--- config.mk ---
export PLATFORM = sky130hd
export DESIGN_NAME = fib_seq_gen_flat
export DESIGN_NICKNAME = d
export VERILOG_FILES = /design/src/rtl/fib_seq_gen_pkg.sv /design/src/rtl/fib_seq_gen_if.sv /design/src/rtl/fib_seq_gen_step_add.sv /design/src/rtl/fib_seq_gen.sv /design/src/flat_wrapper.sv
export SDC_FILE = /design/constraint.sdc
export NUM_CORES = 1
export LEC_CHECK = 0
export BUFFER_PORTS_ARGS = -buffer_cell sky130_fd_sc_hd__buf_2
export CAP_MARGIN = 20
export CORE_ASPECT_RATIO = 1.1
export CORE_UTILIZATION = 45
export CTS_CLUSTER_SIZE = 16
export DETAILED_ROUTE_END_ITERATION = 7
export GPL_ROUTABILITY_DRIVEN = 0
export HOLD_SLACK_MARGIN = 0.06
export PLACE_DENSITY = 0.72
export SYNTH_ARGS = -nofsm -noshare
export SYNTH_HDL_FRONTEND = slang
export SYNTH_SLANG_ARGS = --single-unit
export TNS_END_PERCENT = 100
--- constraint.sdc ---
create_clock -name clk -period 3.1 [get_ports clk]
set_input_delay 0.31 -clock clk [delete_from_list [all_inputs] [get_ports clk]]
set_output_delay 0.31 -clock clk [all_outputs]
set_load 0.02 [all_outputs]
--- src/rtl/fib_seq_gen_pkg.sv ---
// Shared types and constants for the Fibonacci sequence generator.
package fib_pkg;

    typedef enum logic [1:0] {
        FIB_IDLE = 2'd0,
        FIB_RUN  = 2'd1,
        FIB_DONE = 2'd2
    } fib_state_e;

    localparam logic FIB_MODE_STOP = 1'b0;
    localparam logic FIB_MODE_WRAP = 1'b1;

endpackage

--- src/rtl/fib_seq_gen_if.sv ---
// Control and output-stream bundle of fib_seq_gen.
// term_idx exists only when FIB_TERM_IDX_EN is defined.
interface fib_seq_gen_if #(
    parameter int WIDTH = 16,
    parameter int IDX_W = 8
);
    logic             start;
    logic [WIDTH-1:0] seed_a;
    logic [WIDTH-1:0] seed_b;
    logic             wrap_mode;
    logic [IDX_W-1:0] max_terms;
    logic             out_valid;
    logic             out_ready;
    logic [WIDTH-1:0] out_data;
    logic             busy;
    logic             done;
    logic             ovf;
`ifdef FIB_TERM_IDX_EN
    logic [IDX_W-1:0] term_idx;
`endif

    modport master (
        input  start, seed_a, seed_b, wrap_mode, max_terms, out_ready,
`ifdef FIB_TERM_IDX_EN
        output term_idx,
`endif
        output out_valid, out_data, busy, done, ovf
    );

    modport slave (
        output start, seed_a, seed_b, wrap_mode, max_terms, out_ready,
`ifdef FIB_TERM_IDX_EN
        input  term_idx,
`endif
        input  out_valid, out_data, busy, done, ovf
    );

endinterface

--- src/rtl/fib_seq_gen_step_add.sv ---
// Combinational WIDTH-bit adder producing the next term and its overflow carry.
module fib_step_add #(
    parameter int WIDTH = 16
) (
    input  logic [WIDTH-1:0] i_a,
    input  logic [WIDTH-1:0] i_b,
    output logic [WIDTH-1:0] o_sum,
    output logic             o_carry_out
);

    assign {o_carry_out, o_sum} = {1'b0, i_a} + {1'b0, i_b};

endmodule

--- src/rtl/fib_seq_gen.sv ---
// Fibonacci-style term generator with programmable seeds, term limit and overflow mode.
// Optional FIB_TERM_IDX_EN adds a registered term_idx aligned with out_data.
module fib_seq_gen
    import fib_pkg::*;
#(
    parameter int WIDTH = 16,
    parameter int IDX_W = 8
) (
    input  logic          clk,
    input  logic          rst,
    fib_seq_gen_if.master bus
);

    fib_state_e       r_state,  w_state_nxt;
    logic             r_valid,  w_valid_nxt;
    logic [WIDTH-1:0] r_cur,    w_cur_nxt;
    logic [WIDTH-1:0] r_nxt,    w_nxt_nxt;
    logic             r_last,   w_last_nxt;
    logic             r_ovf,    w_ovf_nxt;
    logic [IDX_W-1:0] r_cnt,    w_cnt_nxt;
    logic [WIDTH-1:0] r_seed_a, w_seed_a_nxt;
    logic [WIDTH-1:0] r_seed_b, w_seed_b_nxt;
    logic             r_wrap,   w_wrap_nxt;
    logic [IDX_W-1:0] r_max,    w_max_nxt;
    logic             r_busy;
    logic             r_done;
`ifdef FIB_TERM_IDX_EN
    logic [IDX_W-1:0] r_idx,    w_idx_nxt;
`endif

    logic [WIDTH-1:0] w_sum;
    logic             w_carry;
    logic             w_fire;
    logic             w_hit_max;

    fib_step_add #(.WIDTH(WIDTH)) u_step_add (
        .i_a         (r_cur),
        .i_b         (r_nxt),
        .o_sum       (w_sum),
        .o_carry_out (w_carry)
    );

    assign w_fire    = r_valid & bus.out_ready;
    assign w_hit_max = (r_max != {IDX_W{1'b0}}) && (r_cnt == (r_max - IDX_W'(1)));

    // r_last marks the presented term as the final representable one (its successor carried out)
    always_comb begin
        w_state_nxt  = r_state;
        w_valid_nxt  = r_valid;
        w_cur_nxt    = r_cur;
        w_nxt_nxt    = r_nxt;
        w_last_nxt   = r_last;
        w_ovf_nxt    = r_ovf;
        w_cnt_nxt    = r_cnt;
        w_seed_a_nxt = r_seed_a;
        w_seed_b_nxt = r_seed_b;
        w_wrap_nxt   = r_wrap;
        w_max_nxt    = r_max;
`ifdef FIB_TERM_IDX_EN
        w_idx_nxt    = r_idx;
`endif
        case (r_state)
            FIB_IDLE, FIB_DONE: begin
                if (bus.start) begin
                    w_state_nxt  = FIB_RUN;
                    w_valid_nxt  = 1'b1;
                    w_cur_nxt    = bus.seed_a;
                    w_nxt_nxt    = bus.seed_b;
                    w_last_nxt   = 1'b0;
                    w_ovf_nxt    = 1'b0;
                    w_cnt_nxt    = {IDX_W{1'b0}};
                    w_seed_a_nxt = bus.seed_a;
                    w_seed_b_nxt = bus.seed_b;
                    w_wrap_nxt   = bus.wrap_mode;
                    w_max_nxt    = bus.max_terms;
`ifdef FIB_TERM_IDX_EN
                    w_idx_nxt    = {IDX_W{1'b0}};
`endif
                end else begin
                    w_state_nxt = r_state;
                end
            end
            FIB_RUN: begin
                if (w_fire) begin
                    // The term limit wins over both overflow behaviours
                    if (w_hit_max) begin
                        w_state_nxt = FIB_DONE;
                        w_valid_nxt = 1'b0;
                    end else if (r_last && (r_wrap == FIB_MODE_STOP)) begin
                        w_state_nxt = FIB_DONE;
                        w_valid_nxt = 1'b0;
                        w_ovf_nxt   = 1'b1;
                    end else if (r_last && (r_wrap == FIB_MODE_WRAP)) begin
                        w_ovf_nxt  = 1'b1;
                        w_cur_nxt  = r_seed_a;
                        w_nxt_nxt  = r_seed_b;
                        w_last_nxt = 1'b0;
                        w_cnt_nxt  = r_cnt + IDX_W'(1);
`ifdef FIB_TERM_IDX_EN
                        w_idx_nxt  = r_idx + IDX_W'(1);
`endif
                    end else begin
                        w_cur_nxt  = r_nxt;
                        w_nxt_nxt  = w_sum;
                        w_last_nxt = w_carry;
                        w_cnt_nxt  = r_cnt + IDX_W'(1);
`ifdef FIB_TERM_IDX_EN
                        w_idx_nxt  = r_idx + IDX_W'(1);
`endif
                    end
                end else begin
                    w_valid_nxt = r_valid;
                end
            end
            default: begin
                w_state_nxt = FIB_IDLE;
                w_valid_nxt = 1'b0;
            end
        endcase
    end

    // State, term and shadow registers; busy/done are decoded from the next state
    always_ff @(posedge clk or posedge rst) begin
        if (rst) begin
            r_state  <= FIB_IDLE;
            r_valid  <= 1'b0;
            r_cur    <= {WIDTH{1'b0}};
            r_nxt    <= {WIDTH{1'b0}};
            r_last   <= 1'b0;
            r_ovf    <= 1'b0;
            r_cnt    <= {IDX_W{1'b0}};
            r_seed_a <= {WIDTH{1'b0}};
            r_seed_b <= {WIDTH{1'b0}};
            r_wrap   <= 1'b0;
            r_max    <= {IDX_W{1'b0}};
            r_busy   <= 1'b0;
            r_done   <= 1'b0;
`ifdef FIB_TERM_IDX_EN
            r_idx    <= {IDX_W{1'b0}};
`endif
        end else begin
            r_state  <= w_state_nxt;
            r_valid  <= w_valid_nxt;
            r_cur    <= w_cur_nxt;
            r_nxt    <= w_nxt_nxt;
            r_last   <= w_last_nxt;
            r_ovf    <= w_ovf_nxt;
            r_cnt    <= w_cnt_nxt;
            r_seed_a <= w_seed_a_nxt;
            r_seed_b <= w_seed_b_nxt;
            r_wrap   <= w_wrap_nxt;
            r_max    <= w_max_nxt;
            r_busy   <= (w_state_nxt == FIB_RUN);
            r_done   <= (w_state_nxt == FIB_DONE);
`ifdef FIB_TERM_IDX_EN
            r_idx    <= w_idx_nxt;
`endif
        end
    end

    assign bus.out_valid = r_valid;
    assign bus.out_data  = r_cur;
    assign bus.busy      = r_busy;
    assign bus.done      = r_done;
    assign bus.ovf       = r_ovf;
`ifdef FIB_TERM_IDX_EN
    assign bus.term_idx  = r_idx;
`endif

endmodule

--- src/flat_wrapper.sv ---
// flat-port wrapper written by rule: the top's interface ports become plain ports
module fib_seq_gen_flat import fib_pkg::*;
#(
    parameter int WIDTH = 16,
    parameter int IDX_W = 8
)
  (clk, rst, bus_start, bus_seed_a, bus_seed_b, bus_wrap_mode, bus_max_terms, bus_out_ready, bus_out_valid, bus_out_data, bus_busy, bus_done, bus_ovf);
  fib_seq_gen_if #(.WIDTH(WIDTH), .IDX_W(IDX_W)) bus_i ();
  input  logic clk;
  input  logic rst;
  input wire logic [$bits(bus_i.start)-1:0] bus_start;
  input wire logic [$bits(bus_i.seed_a)-1:0] bus_seed_a;
  input wire logic [$bits(bus_i.seed_b)-1:0] bus_seed_b;
  input wire logic [$bits(bus_i.wrap_mode)-1:0] bus_wrap_mode;
  input wire logic [$bits(bus_i.max_terms)-1:0] bus_max_terms;
  input wire logic [$bits(bus_i.out_ready)-1:0] bus_out_ready;
  output wire logic [$bits(bus_i.out_valid)-1:0] bus_out_valid;
  output wire logic [$bits(bus_i.out_data)-1:0] bus_out_data;
  output wire logic [$bits(bus_i.busy)-1:0] bus_busy;
  output wire logic [$bits(bus_i.done)-1:0] bus_done;
  output wire logic [$bits(bus_i.ovf)-1:0] bus_ovf;
  assign bus_i.start = bus_start;
  assign bus_i.seed_a = bus_seed_a;
  assign bus_i.seed_b = bus_seed_b;
  assign bus_i.wrap_mode = bus_wrap_mode;
  assign bus_i.max_terms = bus_max_terms;
  assign bus_i.out_ready = bus_out_ready;
  assign bus_out_valid = bus_i.out_valid;
  assign bus_out_data = bus_i.out_data;
  assign bus_busy = bus_i.busy;
  assign bus_done = bus_i.done;
  assign bus_ovf = bus_i.ovf;
  fib_seq_gen #(.WIDTH(WIDTH), .IDX_W(IDX_W)) u_core (.clk(clk), .rst(rst), .bus(bus_i));
endmodule
==> results.toml <==
[logic_synthesis]
syn-instance-count = 579
synth_top_cell_by_area = "dfrtp_1"
synthesis.nets = 644
synth_area_leaders = "dfrtp_1 44%, nand2_1 14%, ha_1 4.8%, xnor2_1 3.4%, a21oi_1 3.0%"
yosys_register_bits = 88
synthArstFlopShare_pct = 100
ys.flop_type = "dfrtp_1"
synth_area_per_cell_um2 = 8.57
syn-cell-area_um2 = 4960
synth_edf_count = 0
yosysUniqueCellTypes = 59
yosysWarnings = 0
synth_seq_area_share_pct = 44.4
synth_top_area_share_pct = 44.4

[die]
core_um2 = 10500
die_h_um = 112
die_w_um = 102
rows = 39
start_util_pct = 47.1
die-area_um2 = 11500
io_pins = 65

[critical_path]
slowest_delay_ps = 740
worstPathMaxFanout = 11
r2r_start = "u_core.r_max[2]"
critPathKind = "flop to flop"
start_kind = "flop"
r2r_setup_slack_ps = 250
worstPathCellList = "nor4_1 > nand2_1 > xnor2_1 > o41ai_4 > o21ai_1 > o21ai_0 > o21ai_0"
cpMaxStageDelayCell = "o21ai_1"
path_buf_inv = 0
end_kind = "flop"
cp.arrival_ps = 3120
cp-startpoint = "u_core.r_max[2]"
required_ps = 3370
crit_family = "compound AO/OA/AOI/OAI gates"
crit_path_frequent_cell = "o21ai_0"

[cells_and_area]
area_growth_pct = 15.8
final_cell_count_no_fill = 787
final_common_cell = "nand2_1"
mostFrequentLayoutCells = "181 x nand2_1, 88 x dfrtp_1, 64 x buf_2"
fillerInstances = 977
layout.nets = 705
multi_input_area_um2 = 2610
drive_gt1_share_pct = 16.1
seq_area_um2 = 2200
antenna_cells = 0

[pwr]
power_density_nw_per_um2 = 1180
finalPower_mw = 6.76
vdd_drop_max_v = 0.000460
power.leakage_nw = 2.77

[global_route]
grt_pass1_vias = 4438
grt_first_pass_wirelength_um = 21200
antenna_found_initial = 0
grtUsageTotal_pct = 23.9
overflow = 0
grt_max_degree = 49

[outcome]
status = "finished clean"

[routing]
dr.pass1.iters = 5
dr.max_layer_used = "met4"
drc = 0
wl_met2_um = 5950
num_vias = 4442
drt-initial-drc-count = 199
met1Wirelength_um = 5650
ant_nets = 0
route.met3.wl_um = 594
avgViaCountPerCell = 5.64
wl_per_cell_um = 16.0
drt-total-wl_um = 12600

[timing]
finalSetupTns_ps = 0
hold_viol_final = 0
hold_slack_ps = 63.8
fmax_mhz = 351
post-route-period-util_pct = 91.9
setup_viol_count_final = 0
rsz0062_at_grt = "false"
slew_violations = 0
worst_pin_slew_ps = 941
layout_min_cycle_time_ps = 2850
relSlewSlack_pct = 36.9
fin_skew_ps = 8.35

[placement]
numPortBuffers = 64
dpl.hpwl_um = 8910
dp_cells = 771

[clocking]
cts_tree = "built"
clock_latency_ps = 350
clkTransAtPathRegs_ps = 60
cts_made_buffers = 9
cts_root_buf = "clkbuf_16"
clk_path_buf_depth = 2
cts.htree.levels = 3
hold_buffers = 0
clkSinkCount = 88

[job]
cap_viol_max_count = 0

[hold_path]
hold_path.class = "input port to asynchronous set/reset pin"
==> synthesized netlist by cell type (all sizes together), types with 3 or more instances <==
| library cell | number |
|---|---|
| mux2i | 15 |
| a21oi | 31 |
| nand3 | 19 |
| o21ai | 30 |
| nor4 | 5 |
| clkbuf | 20 |
| a21o | 3 |
| o211ai | 19 |
| inv | 11 |
| nand2 | 181 |
| ha | 19 |
| a31oi | 5 |
| nor2b | 3 |
| xor2 | 5 |
| nor3 | 9 |
| buf | 7 |
| nand2b | 4 |
| and3 | 3 |
| nor2 | 35 |
| xnor2 | 19 |
| nand4 | 4 |
| dfrtp | 88 |
==> power by group <==
| group | switching [mW] | leakage, nW | internal (mW) |
|---|---|---|---|
| clock network | 0.446 | 0.141 | 0.577 |
| logic | 2.14 | 1.53 | 1.48 |
| registers | 0.448 | 1.10 | 1.67 |
| total | 3.03 | 2.77 | 3.72 |
==> state kept, by name, summed over array words and instances (netlist names) <==
signal,flops
u_core.bus.out_valid,1
u_core.r_seed_b,16
u_core.bus.ovf,1
u_core.bus.busy,1
u_core.r_seed_a,16
u_core.bus.out_data,16
u_core.r_wrap,1
u_core.bus.done,1
u_core.r_cnt,8
u_core.r_max,8
u_core.r_state,2
u_core.r_nxt,16
u_core.r_last,1
==> per-stage QoR <==
stage,instance area [um2],worst slack (ps),utilization (%)
floorplan,4960,511,-
CTS,5720,157,54.2
global route,5740,1.01,54.5
detailed placement,5450,179,51.7
finish,5740,250,54.5
global placement,5450,308,51.7
==> metal layers <==
| metal | global-route usage, % | vias to the layer above |
|---|---|---|
| li1 | - | 2121 |
| met4 | 14.0 | 0 |
| met2 | 37.3 | 153 |
| met3 | 3.36 | 35 |
| met1 | 31.5 | 2133 |
| met5 | 0 | - |
==> area by class of cell <==
type,instances,area share (%)
Clock buffer,11,4.40
Clock inverter,4,0.349
Inverter,11,0.741
Multi-Input combinational cell,453,45.3
Sequential cell,88,38.3
Tap cell,143,3.11
Timing Repair Buffer,77,7.71
==> kinds of logic after synthesis <==
group | count (synthesis) | synth area share (%)
adder cells (fa/ha/maj) | 20 | 5.19
AO/OA/AOI/OAI | 118 | 16.2
buffers and inverters | 38 | 3.40
XOR/XNOR | 24 | 4.24
AND/OR/NAND/NOR | 276 | 23.6
flip-flops | 88 | 44.4
multiplexers | 15 | 3.03
==> worst register-to-register path, delay by kind of cell, from the launching register on <==
family / cells / cell delay (ps)
compound gates: 4 / 1260
xor+xnor: 1 / 380
flops: 1 / 450
simple gates: 2 / 670
==> worst paths after layout <==
| path | end | cells after the start |
|---|---|---|
| max in group asynchronous | u_core.r_nxt[11] | 3 |
| min reg2reg | u_core.r_seed_a[7] | 2 |
| max | u_core.r_nxt[12] | 7 |
| min in group clk | u_core.r_max[6] | 3 |
| max reg2reg | u_core.r_nxt[12] | 7 |
| min | u_core.r_cnt[3] | 2 |
==> repair_timing <==
item / in CTS / in global routing
buffers inserted: 0 / 1
endpoints found under the setup margin: 0 / 4
gates resized for setup: 0 / 1
Note: power is estimated with default switching activity, not from simulation.
